`src/rtl/cpu_timer_pkg.sv`:
```
// Shared definitions for the CPU timer: register map, CTRL field positions,
// bus widths and a byte-lane merge helper.
package cpu_timer_pkg;

  localparam int DATA_W = 64;
  localparam int BE_W   = 8;
  localparam int ADDR_W = 5;
  localparam int DIV_W  = 8;

  localparam logic [ADDR_W-1:0] ADDR_MTIME    = 5'h00;
  localparam logic [ADDR_W-1:0] ADDR_MTIMECMP = 5'h08;
  localparam logic [ADDR_W-1:0] ADDR_CTRL     = 5'h10;
  localparam logic [ADDR_W-1:0] ADDR_RSVD     = 5'h18;

  localparam int CTRL_EN_BIT  = 0;
  localparam int CTRL_DIV_LSB = 8;

  // Register select taken from address bits [4:3] of a 64-bit aligned access.
  typedef enum logic [1:0] {
    SEL_MTIME    = 2'd0,
    SEL_MTIMECMP = 2'd1,
    SEL_CTRL     = 2'd2,
    SEL_RSVD     = 2'd3
  } reg_sel_e;

  function automatic logic [DATA_W-1:0] merge_bytes(
    input logic [DATA_W-1:0] old_val,
    input logic [DATA_W-1:0] new_val,
    input logic [BE_W-1:0]   be
  );
    logic [DATA_W-1:0] result;
    result = old_val;
    for (int i = 0; i < BE_W; i++) begin
      if (be[i]) result[8*i +: 8] = new_val[8*i +: 8];
    end
    return result;
  endfunction

endpackage

```
`src/rtl/cpu_timer_prescaler.sv`:
```
// Programmable prescaler: counts 0..div while enabled and emits a tick on
// the wrap cycle; clr restarts the count and suppresses that cycle's tick.
module cpu_timer_prescaler
  import cpu_timer_pkg::*;
(
  input  logic             clk,
  input  logic             rst_n,
  input  logic             en,
  input  logic             clr,
  input  logic [DIV_W-1:0] div,
  output logic             tick
);

  logic [DIV_W-1:0] count;

  assign tick = en && !clr && (count == div);

  always_ff @(posedge clk or negedge rst_n) begin
    if (!rst_n) begin
      count <= '0;
    end else if (clr) begin
      count <= '0;
    end else if (en) begin
      count <= (count == div) ? '0 : count + 1'b1;
    end
  end

endmodule

```
`src/rtl/cpu_timer.sv`:
```
// Memory-mapped 64-bit machine timer (MTIME/MTIMECMP/CTRL) with a
// one-cycle-latency request/response port and a registered compare interrupt.
module cpu_timer
  import cpu_timer_pkg::*;
#(
  parameter logic [DIV_W-1:0]  DIV_RESET = '0,
  parameter logic [DATA_W-1:0] CMP_RESET = 64'hFFFF_FFFF_FFFF_FFFF
) (
  input  logic              clk_i,
  input  logic              rst_ni,
  input  logic              req_valid_i,
  output logic              req_ready_o,
  input  logic              req_we_i,
  input  logic [ADDR_W-1:0] req_addr_i,
  input  logic [DATA_W-1:0] req_wdata_i,
  input  logic [BE_W-1:0]   req_be_i,
  output logic              rsp_valid_o,
  output logic [DATA_W-1:0] rsp_rdata_o,
  output logic              rsp_err_o,
  output logic              time_irq_o
);

  logic [DATA_W-1:0] mtime, mtime_d;
  logic [DATA_W-1:0] mtimecmp, mtimecmp_d;
  logic [DATA_W-1:0] read_val;
  logic              en, en_d;
  logic [DIV_W-1:0]  div, div_d;
  logic              misaligned, wr, ctrl_wr, tick, irq;
  logic              rsp_valid, rsp_err;
  logic [DATA_W-1:0] rsp_rdata;
  reg_sel_e          sel;

  assign req_ready_o = rst_ni;
  assign misaligned  = |req_addr_i[2:0];
  assign sel         = reg_sel_e'(req_addr_i[4:3]);
  assign wr          = req_valid_i && req_we_i && !misaligned;
  assign ctrl_wr     = wr && (sel == SEL_CTRL);

  cpu_timer_prescaler u_prescaler (
    .clk   (clk_i),
    .rst_n (rst_ni),
    .en    (en),
    .clr   (ctrl_wr),
    .div   (div),
    .tick  (tick)
  );

  always_comb begin
    read_val = '0;
    case (sel)
      SEL_MTIME:    read_val = mtime;
      SEL_MTIMECMP: read_val = mtimecmp;
      SEL_CTRL: begin
        read_val[CTRL_EN_BIT]              = en;
        read_val[CTRL_DIV_LSB +: DIV_W]    = div;
      end
      default:      read_val = '0;
    endcase
  end

  // A software write to MTIME takes priority over the tick increment.
  always_comb begin
    mtime_d    = mtime;
    mtimecmp_d = mtimecmp;
    en_d       = en;
    div_d      = div;
    if (wr && (sel == SEL_MTIME)) begin
      mtime_d = merge_bytes(mtime, req_wdata_i, req_be_i);
    end else if (tick) begin
      mtime_d = mtime + 64'd1;
    end
    if (wr && (sel == SEL_MTIMECMP)) begin
      mtimecmp_d = merge_bytes(mtimecmp, req_wdata_i, req_be_i);
    end
    if (ctrl_wr) begin
      if (req_be_i[CTRL_EN_BIT/8])  en_d  = req_wdata_i[CTRL_EN_BIT];
      if (req_be_i[CTRL_DIV_LSB/8]) div_d = req_wdata_i[CTRL_DIV_LSB +: DIV_W];
    end
  end

  always_ff @(posedge clk_i or negedge rst_ni) begin
    if (!rst_ni) begin
      mtime     <= '0;
      mtimecmp  <= CMP_RESET;
      en        <= 1'b0;
      div       <= DIV_RESET;
      irq       <= 1'b0;
      rsp_valid <= 1'b0;
      rsp_err   <= 1'b0;
      rsp_rdata <= '0;
    end else begin
      mtime     <= mtime_d;
      mtimecmp  <= mtimecmp_d;
      en        <= en_d;
      div       <= div_d;
      irq       <= (mtime >= mtimecmp);
      rsp_valid <= req_valid_i;
      rsp_err   <= req_valid_i && misaligned;
      rsp_rdata <= (req_valid_i && !req_we_i && !misaligned) ? read_val : '0;
    end
  end

  assign rsp_valid_o = rsp_valid;
  assign rsp_err_o   = rsp_err;
  assign rsp_rdata_o = rsp_rdata;
  assign time_irq_o  = irq;

endmodule

```
`config.mk`:
```
export PLATFORM = sky130hd
export DESIGN_NAME = cpu_timer
export DESIGN_NICKNAME = d
export VERILOG_FILES = /design/src/rtl/cpu_timer_pkg.sv /design/src/rtl/cpu_timer_prescaler.sv /design/src/rtl/cpu_timer.sv
export SDC_FILE = /design/constraint.sdc
export NUM_CORES = 1
export LEC_CHECK = 0
export ABC_AREA = 1
export BUFFER_PORTS_ARGS = -buffer_cell sky130_fd_sc_hd__buf_2
export CAP_MARGIN = 20
export CORE_UTILIZATION = 35
export CTS_BUF_LIST = sky130_fd_sc_hd__clkbuf_8
export DETAILED_ROUTE_END_ITERATION = 8
export GPL_ROUTABILITY_DRIVEN = 0
export SLEW_MARGIN = 20
export SYNTH_ARGS = -nofsm -noshare
export SYNTH_HDL_FRONTEND = slang
export SYNTH_HIERARCHICAL = 1
export SYNTH_SLANG_ARGS = --single-unit
```
`constraint.sdc`:
```
create_clock -name clk_i -period 1.9 [get_ports clk_i]
set_input_delay 0.095 -clock clk_i [delete_from_list [all_inputs] [get_ports clk_i]]
set_output_delay 0.095 -clock clk_i [all_outputs]
set_load 0.02 [all_outputs]
```
==> results by group, run 1 <==
Layout
  – Antenna cells: 0
  – Area grow syn2layout: 32.9%
  – Layout cells sized above 1: between 20 and 25%
  – Non-filler instance count after layout: 2691
  – Post-layout util: between 40% and 50%
  – Nets: 2338

Yosys
  – Sequential area share after synthesis: between 40% and 50%
  – Leading cell types by total area after synthesis: dfrtp_1, nand2_1, dfstp_2, ha_1, inv_1
  – Most common cell in the netlist: nand2_1
  – Yosys top cell area share: approximately 28%
  – Post-synth cell types: 41
  – Yosys warning count: 6
  – Number of flops mapped to enable cells by yosys: 0
  – Top FF cell, synth: dfrtp_1
  – Cell area after synthesis: between 10000 and 15000 um^2
  – Post-Synthesis Net Count: between 1500 and 2000
  – Synth top cells by count: nand2_1, inv_1, nor2_1
  – Syn Area/Cell: roughly 7.1 um^2
  – Yosys top cell by area: dfrtp_1
  – Yosys reg bits: 212
  – Async SR Flop Fraction: 100%
  – Post-synthesis cell count: 1827

Power
  – Leak: ~8.4 nW
  – Total power draw: about 16 mW
  – Power Dens Cells: 939 nW/um^2
  – Peak supply drop: roughly 0.00042 V

Clocking
  – TritonCTS clock tree: yes
  – CTS Sinks: 212
  – CTS root buffer: clkbuf_8
  – CTS HTree Levels: 2
  – Num CTS Buffers: 40
  – Worst-Skew Late Latency: around 570 ps
  – CTS max path bufs: 3
  – Clock-pin slew on the worst setup and hold paths: around 60 ps

Global route
  – Gr ovfl total: 0
  – First-pass GRT wire length: a little under 70000 um
  – Gr usage total: a little under a quarter
  – Vias in the first global route: approximately 13000
  – Initial antenna violation count: 0
  – Largest net degree at the start of global routing: 65

Floorplan
  – Die Span Y: about 200 um
  – Core Box Area: 36600 um^2
  – I/O pin count: ~150
  – # rows: 70
  – Initial Util: roughly 36%
  – DIE WIDTH: about 190 um
  – Die area: around 38000 um^2

Detailed routing
  – DRT Pass-1 Iters: 8
  – Post-DR wirelength/cell: approximately 16 um
  – ANT nets after route: 0
  – Via density: 4.91
  – Post-Route WL: approximately 43000 um
  – Residual DRC: 0
  – DR iter-0 viols: approximately 960
  – Total vias in the final route: roughly 13000

Status
  – Status: complete, but fails checks
  – Failing checks: negative setup slack

Timing
  – Slew Limit Fails: 0
  – Tmin final: 1920 ps
  – Max-Slew Margin vs Limit: between 50% and 60%
  – Final Hold Vio Count: 0
  – Final clock skew: between 20 and 25 ps
  – Post-route setup TNS: -19.3 ps
  – FMAX: roughly 520 MHz
  – Final worst-path setup slack: -15.7 ps
  – Worst Tran Pin Value: approximately 700 ps
  – RSZ-0062 raised after global routing: true
  – Final period util: 101%
  – Final setup viols: 3

Job
  – Max Cap Violations: 0

Setup path
  – Crit path kind: flop to flop
  – FF-to-FF setup slack: -20 ps
  – Startpoint Class: flop
  – Critical Path RT: approximately 2400 ps
  – Crit Path Max Fanout: 8
  – Worst Setup End Kind: flop
  – CP arrival: around 2400 ps

Placement
  – HPWL Detailed: ~32000 um
  – I/O Buffers: approximately 150
  – Placed insts: between 2000 and 3000

Hold path
  – Class of the tightest hold or removal check: input port to flop
==> sequential cells by signal, indices dropped and copies added (netlist names) <==
register,cells
mtime,64
mtimecmp,64
rsp_rdata_o,64
div,8
u_prescaler/count,8
en,1
rsp_err_o,1
rsp_valid_o,1
time_irq_o,1
==> per-stage QoR <==
stage	cell area (um^2)	setup slack, ps	hold slack, ps
2_1_floorplan	13000	35.1	-201
3_3_place_gp	15200	-21.1	19.6
3_5_place_dp	15200	-66.3	18.7
4_1_cts	16900	6.55	3.31
5_1_grt	17300	-157	53.7
6_report	17300	-15.7	53.1
==> final cells by class <==
type | count | area (um^2)
Multi-Input combinational cell | 1334 | 6860
Fill cell | 3678 | 19300
Timing Repair Buffer | 365 | 2660
Sequential cell | 212 | 5390
Clock buffer | 54 | 743
Tap cell | 468 | 586
Clock inverter | 20 | 143
Inverter | 238 | 921
==> kinds of logic (layout without fill, tap and decap cells) <==
logic type	count (synthesis)	count (layout)	synth area share, %
buffers and inverters	281	677	8.56
AND/OR/NAND/NOR	951	951	30.4
XOR/XNOR	24	24	1.61
flip-flops	212	212	41.3
AO/OA/AOI/OAI	293	293	11.7
adder cells (fa/ha/maj)	66	66	6.34
==> placed cells by master (no fill, tap or decap), drive strengths merged, types with 3 or more instances in the layout <==
master	n
inv	248
ha	66
o21ai	150
nand2	644
nand3b	8
buf	288
dfrtp	148
o22ai	3
o211ai	9
a31oi	3
a21oi	118
dlygate4sd3	77
nand4	25
clkinv	5
nor3	7
dfstp	64
clkbuf	54
o221ai	5
xnor2	17
xor2	7
nand3	81
clkinvlp	3
nor2	178
==> path summary, 6_finish.rpt <==
path | startpoint | endpoint | cells after the start
min | req_be_i[5] | mtime[44]$_DFFE_PN0P_ | 5
max in group asynchronous | rst_ni | rsp_rdata_o[55]$_DFF_PN0_ | 4
max reg2reg | div[6]$_DFFE_PN0P_ | mtime[42]$_DFFE_PN0P_ | 13
min in group asynchronous | rst_ni | rsp_rdata_o[53]$_DFF_PN0_ | 3
max | div[6]$_DFFE_PN0P_ | mtime[42]$_DFFE_PN0P_ | 13
min reg2reg | mtimecmp[13]$_DFFE_PN1P_ | mtimecmp[13]$_DFFE_PN1P_ | 2
==> timing repair <==
item	CTS	global route
cloned	0	0
endpoints found under the hold margin	301	0
setup endpoints to repair	33	57
gates resized for setup	9	114
hold buffers	77	0
setup buffers	2	11
pin swaps	2	29
==> power breakdown <==
group,internal (mW),switching (mW),leakage [nW]
Clock,2.81,2.06,0.493
Sequential,5.25,0.759,2.62
Combinational,2.29,3.07,5.30
==> metal layers <==
layer / part of all wire [%] / GRT usage, % / vias up
li1: - / - / 6557
met1: 47 / 31.2 / 6217
met2: 46 / 36.1 / 365
met3: 4.4 / 2.90 / 83
met4: 3.0 / 7.84 / 0
met5: 0 / 0 / -
==> worst max-delay path, cell delays in order, from the launching register on <==
cell and delay [ps]:
dfrtp_1 410, xnor2_1 180, nand2_1 80, nor2_2 150, nand2_4 80, nor3_4 200, nand2_2 120, buf_6 160
nand2_4 100, inv_6 50, a21oi_2 100, nand2_1 60, nand2_1 60, inv_1 40
Power figures use the tool's default switching activity.
==> inputs of run 2 (changes only) <==
- TNS_END_PERCENT: unset -> 20
==> results by group, run 2 (same netlist as run 1, synthesis figures left out) <==
Floorplan
  – Die area: 38000 um^2 (unchanged)
  – DIE WIDTH: 195 um (unchanged)
  – I/O pin count: 149 (unchanged)
  – Core Box Area: 36600 um^2 (unchanged)
  – # rows: 70 (unchanged)
  – Initial Util: 35.6% (unchanged)
  – Die Span Y: 195 um (unchanged)

Power
  – Peak supply drop: 0.000413 V (-1.8%)
  – Leak: 8.39 nW (-0.23%)
  – P_int: 10.3 mW (-0.57%)
  – Clock share of power: 30.3% (+0.3 points)
  – Switching Share: 36.2% (-0.12 points)
  – Power Dens Cells: 938 nW/um^2 (about the same)
  – Comb pwr share: 32.5% (-0.5 points)
  – Total power draw: 16.1 mW (-0.75%)
  – Switching Power: 5.83 mW (-1.1%)
  – Sequential power share: 37.2% (+0.2 points)

Detailed routing
  – DR iter-0 viols: 915 (-4.8%)
  – Total vias in the final route: 13181 (-0.31%)
  – Post-DR wirelength/cell: 15.8 um (-0.52%)
  – Via density: 4.90 (-0.20%)
  – ANT nets after route: 0 (unchanged)
  – DRT Pass-1 Iters: 5 (-3)
  – Post-Route WL: 42400 um (-0.63%)
  – Residual DRC: 0 (unchanged)

Layout
  – # fillers: 3705 (+0.73%)
  – Post-layout util: 46.9% (-0.33 points)
  – Antenna cells: 0 (unchanged)
  – Layout cells sized above 1: 23.5% (-0.82 points)
  – Most frequent cells in the layout: nand2_1, inv_1, buf_2
  – Nets: 2335 (-0.13%)
  – Area grow syn2layout: 31.9%
  – Commonest non-fill, non-tap cell in the layout: nand2_1

Placement
  – I/O Buffers: 148 (unchanged)
  – HPWL Detailed: 31800 um (unchanged)

Clocking
  – Num CTS Buffers: 40 (unchanged)
  – Worst-Skew Late Latency: 570 ps (about the same)
  – TritonCTS clock tree: yes
  – CTS Sinks: 212 (unchanged)
  – CTS root buffer: clkbuf_8
  – Clock-pin slew on the worst setup and hold paths: 60 ps (about the same)
  – CTS HTree Levels: 2 (unchanged)
  – CTS max path bufs: 3 (unchanged)

Timing
  – Final setup viols: 5 (+2)
  – RSZ-0062 raised after global routing: true
  – Final period util: 101% (+0.13 points)
  – Final worst-path setup slack: -18.2 ps (-2.50 ps)
  – Worst Tran Pin Value: 705 ps (-4.05 ps)
  – Final clock skew: 19.6 ps (-1.98 ps)
  – Max-Slew Margin vs Limit: 53.0% (+0.27 points)
  – Tmin final: 1920 ps (+2.50 ps)
  – FMAX: 521 MHz (-0.13%)
  – Slew Limit Fails: 0 (unchanged)
  – Final Hold Vio Count: 0 (unchanged)

Setup path
  – Worst setup startpoint: div[6]$_DFFE_PN0P_
  – Critical Path RT: 2350 ps (about the same)
  – Crit path top cell by count: nand2_1
  – CP arrival: 2370 ps (about the same)
  – Worst Setup End Kind: flop
  – Crit Path Max Fanout: 8 (unchanged)
  – CP max-delay cell: dfrtp_1
  – CP Cell Sequence: xnor2_1 -> nand2_1 -> nor2_2 -> nand2_4 -> nor3_4 -> nand2_2 -> buf_6 -> nand2_4 -> inv_6 -> a21oi_2 -> nand2_1 -> nand2_1 -> inv_1
  – Crit path kind: flop to flop
  – Startpoint Class: flop
  – RR Startpoint: div[6]$_DFFE_PN0P_
  – Critical Path Max Stage Delay: 420 ps (about the same)

Hold path
  – Hold path start: req_be_i[5]
  – Class of the tightest hold or removal check: input port to flop

Status
  – Failing checks: negative setup slack
  – Status: complete, but fails checks

Global route
  – Gr usage total: 22.5% (about the same)
  – Gr ovfl total: 0 (unchanged)
  – First-pass GRT wire length: 68100 um (about the same)
  – Largest net degree at the start of global routing: 65 (unchanged)
  – Initial antenna violation count: 0 (unchanged)
  – Vias in the first global route: 12813 (-0.094%)

Job
  – Max Cap Violations: 0 (unchanged)
[run 2: final timing paths]
check	to	slack, ps	depth (start not counted)
worst max-delay path	mtime[42]$_DFFE_PN0P_	-20	13
worst min register to register	mtimecmp[8]$_DFFE_PN1P_	480	2
worst max register to register	mtime[42]$_DFFE_PN0P_	-20	13
worst min-delay path	mtime[44]$_DFFE_PN0P_	50	5
max in group asynchronous	rsp_rdata_o[55]$_DFF_PN0_	390	4
min in group asynchronous	rsp_rdata_o[53]$_DFF_PN0_	530	3
[run 2: layout make-up]
type | count | area [um^2] | area share, %
Clock inverter | 20 | 143 | 0.830
Multi-Input combinational cell | 1334 | 6750 | 39.3
Sequential cell | 212 | 5390 | 31.4
Clock buffer | 54 | 743 | 4.33
Inverter | 238 | 923 | 5.37
Tap cell | 468 | 586 | 3.41
Timing Repair Buffer | 362 | 2640 | 15.4
[run 2: critical path: cells and delay by family (launching register included)]
kind / cells / cell delay, ps
simple gates: 8 / 860
flops: 1 / 420
buf+inv: 3 / 250
compound gates: 1 / 100
xor+xnor: 1 / 180
[run 2: through the flow]
stage | instance area (um^2) | hold WS, ps | setup TNS (ps) | worst slack [ps] | cells
CTS | 16900 | 3.31 | -9.21 | -9.21 | 2680
detailed placement | 15200 | 18.7 | -675 | -66.3 | 2527
global route | 17200 | 53.7 | -3630 | -157 | 2688
global placement | 15200 | 19.6 | -56.9 | -21.1 | 2527
floorplan | 13000 | -201 | 0 | 35.1 | 1827
finish | 17200 | 49.3 | -27.4 | -18.2 | 2688
[run 2: per-layer routing]
layer / share of wire (%) / track usage, % / vias to the layer above
li1: - / - / 6552
met2: 45 / 36.0 / 328
met4: 3.1 / 7.84 / 0
met5: 0 / 0 / -
met1: 47 / 31.2 / 6217
met3: 4.2 / 2.90 / 84
[run 2: repair_timing]
item / 4_1_cts / 5_1_grt
hold endpoints to repair: 301 / 0
setup endpoints to repair: 33 / 57
gates resized for setup: 6 / 97
pin swaps: 1 / 21
buffers inserted: 2 / 8
hold buffers: 77 / 0
[run 2: power by group through the flow]
stage / Clock [mW] / Combinational, mW / Sequential, mW
global route: 5.19 / 5.97 / 6.10
detailed placement: 0 / 4.85 / 6.05
floorplan: 0 / 2.79 / 6.03
CTS: 5.00 / 5.04 / 5.99
finish: 4.88 / 5.24 / 6.00
global placement: 0 / 4.77 / 6.04
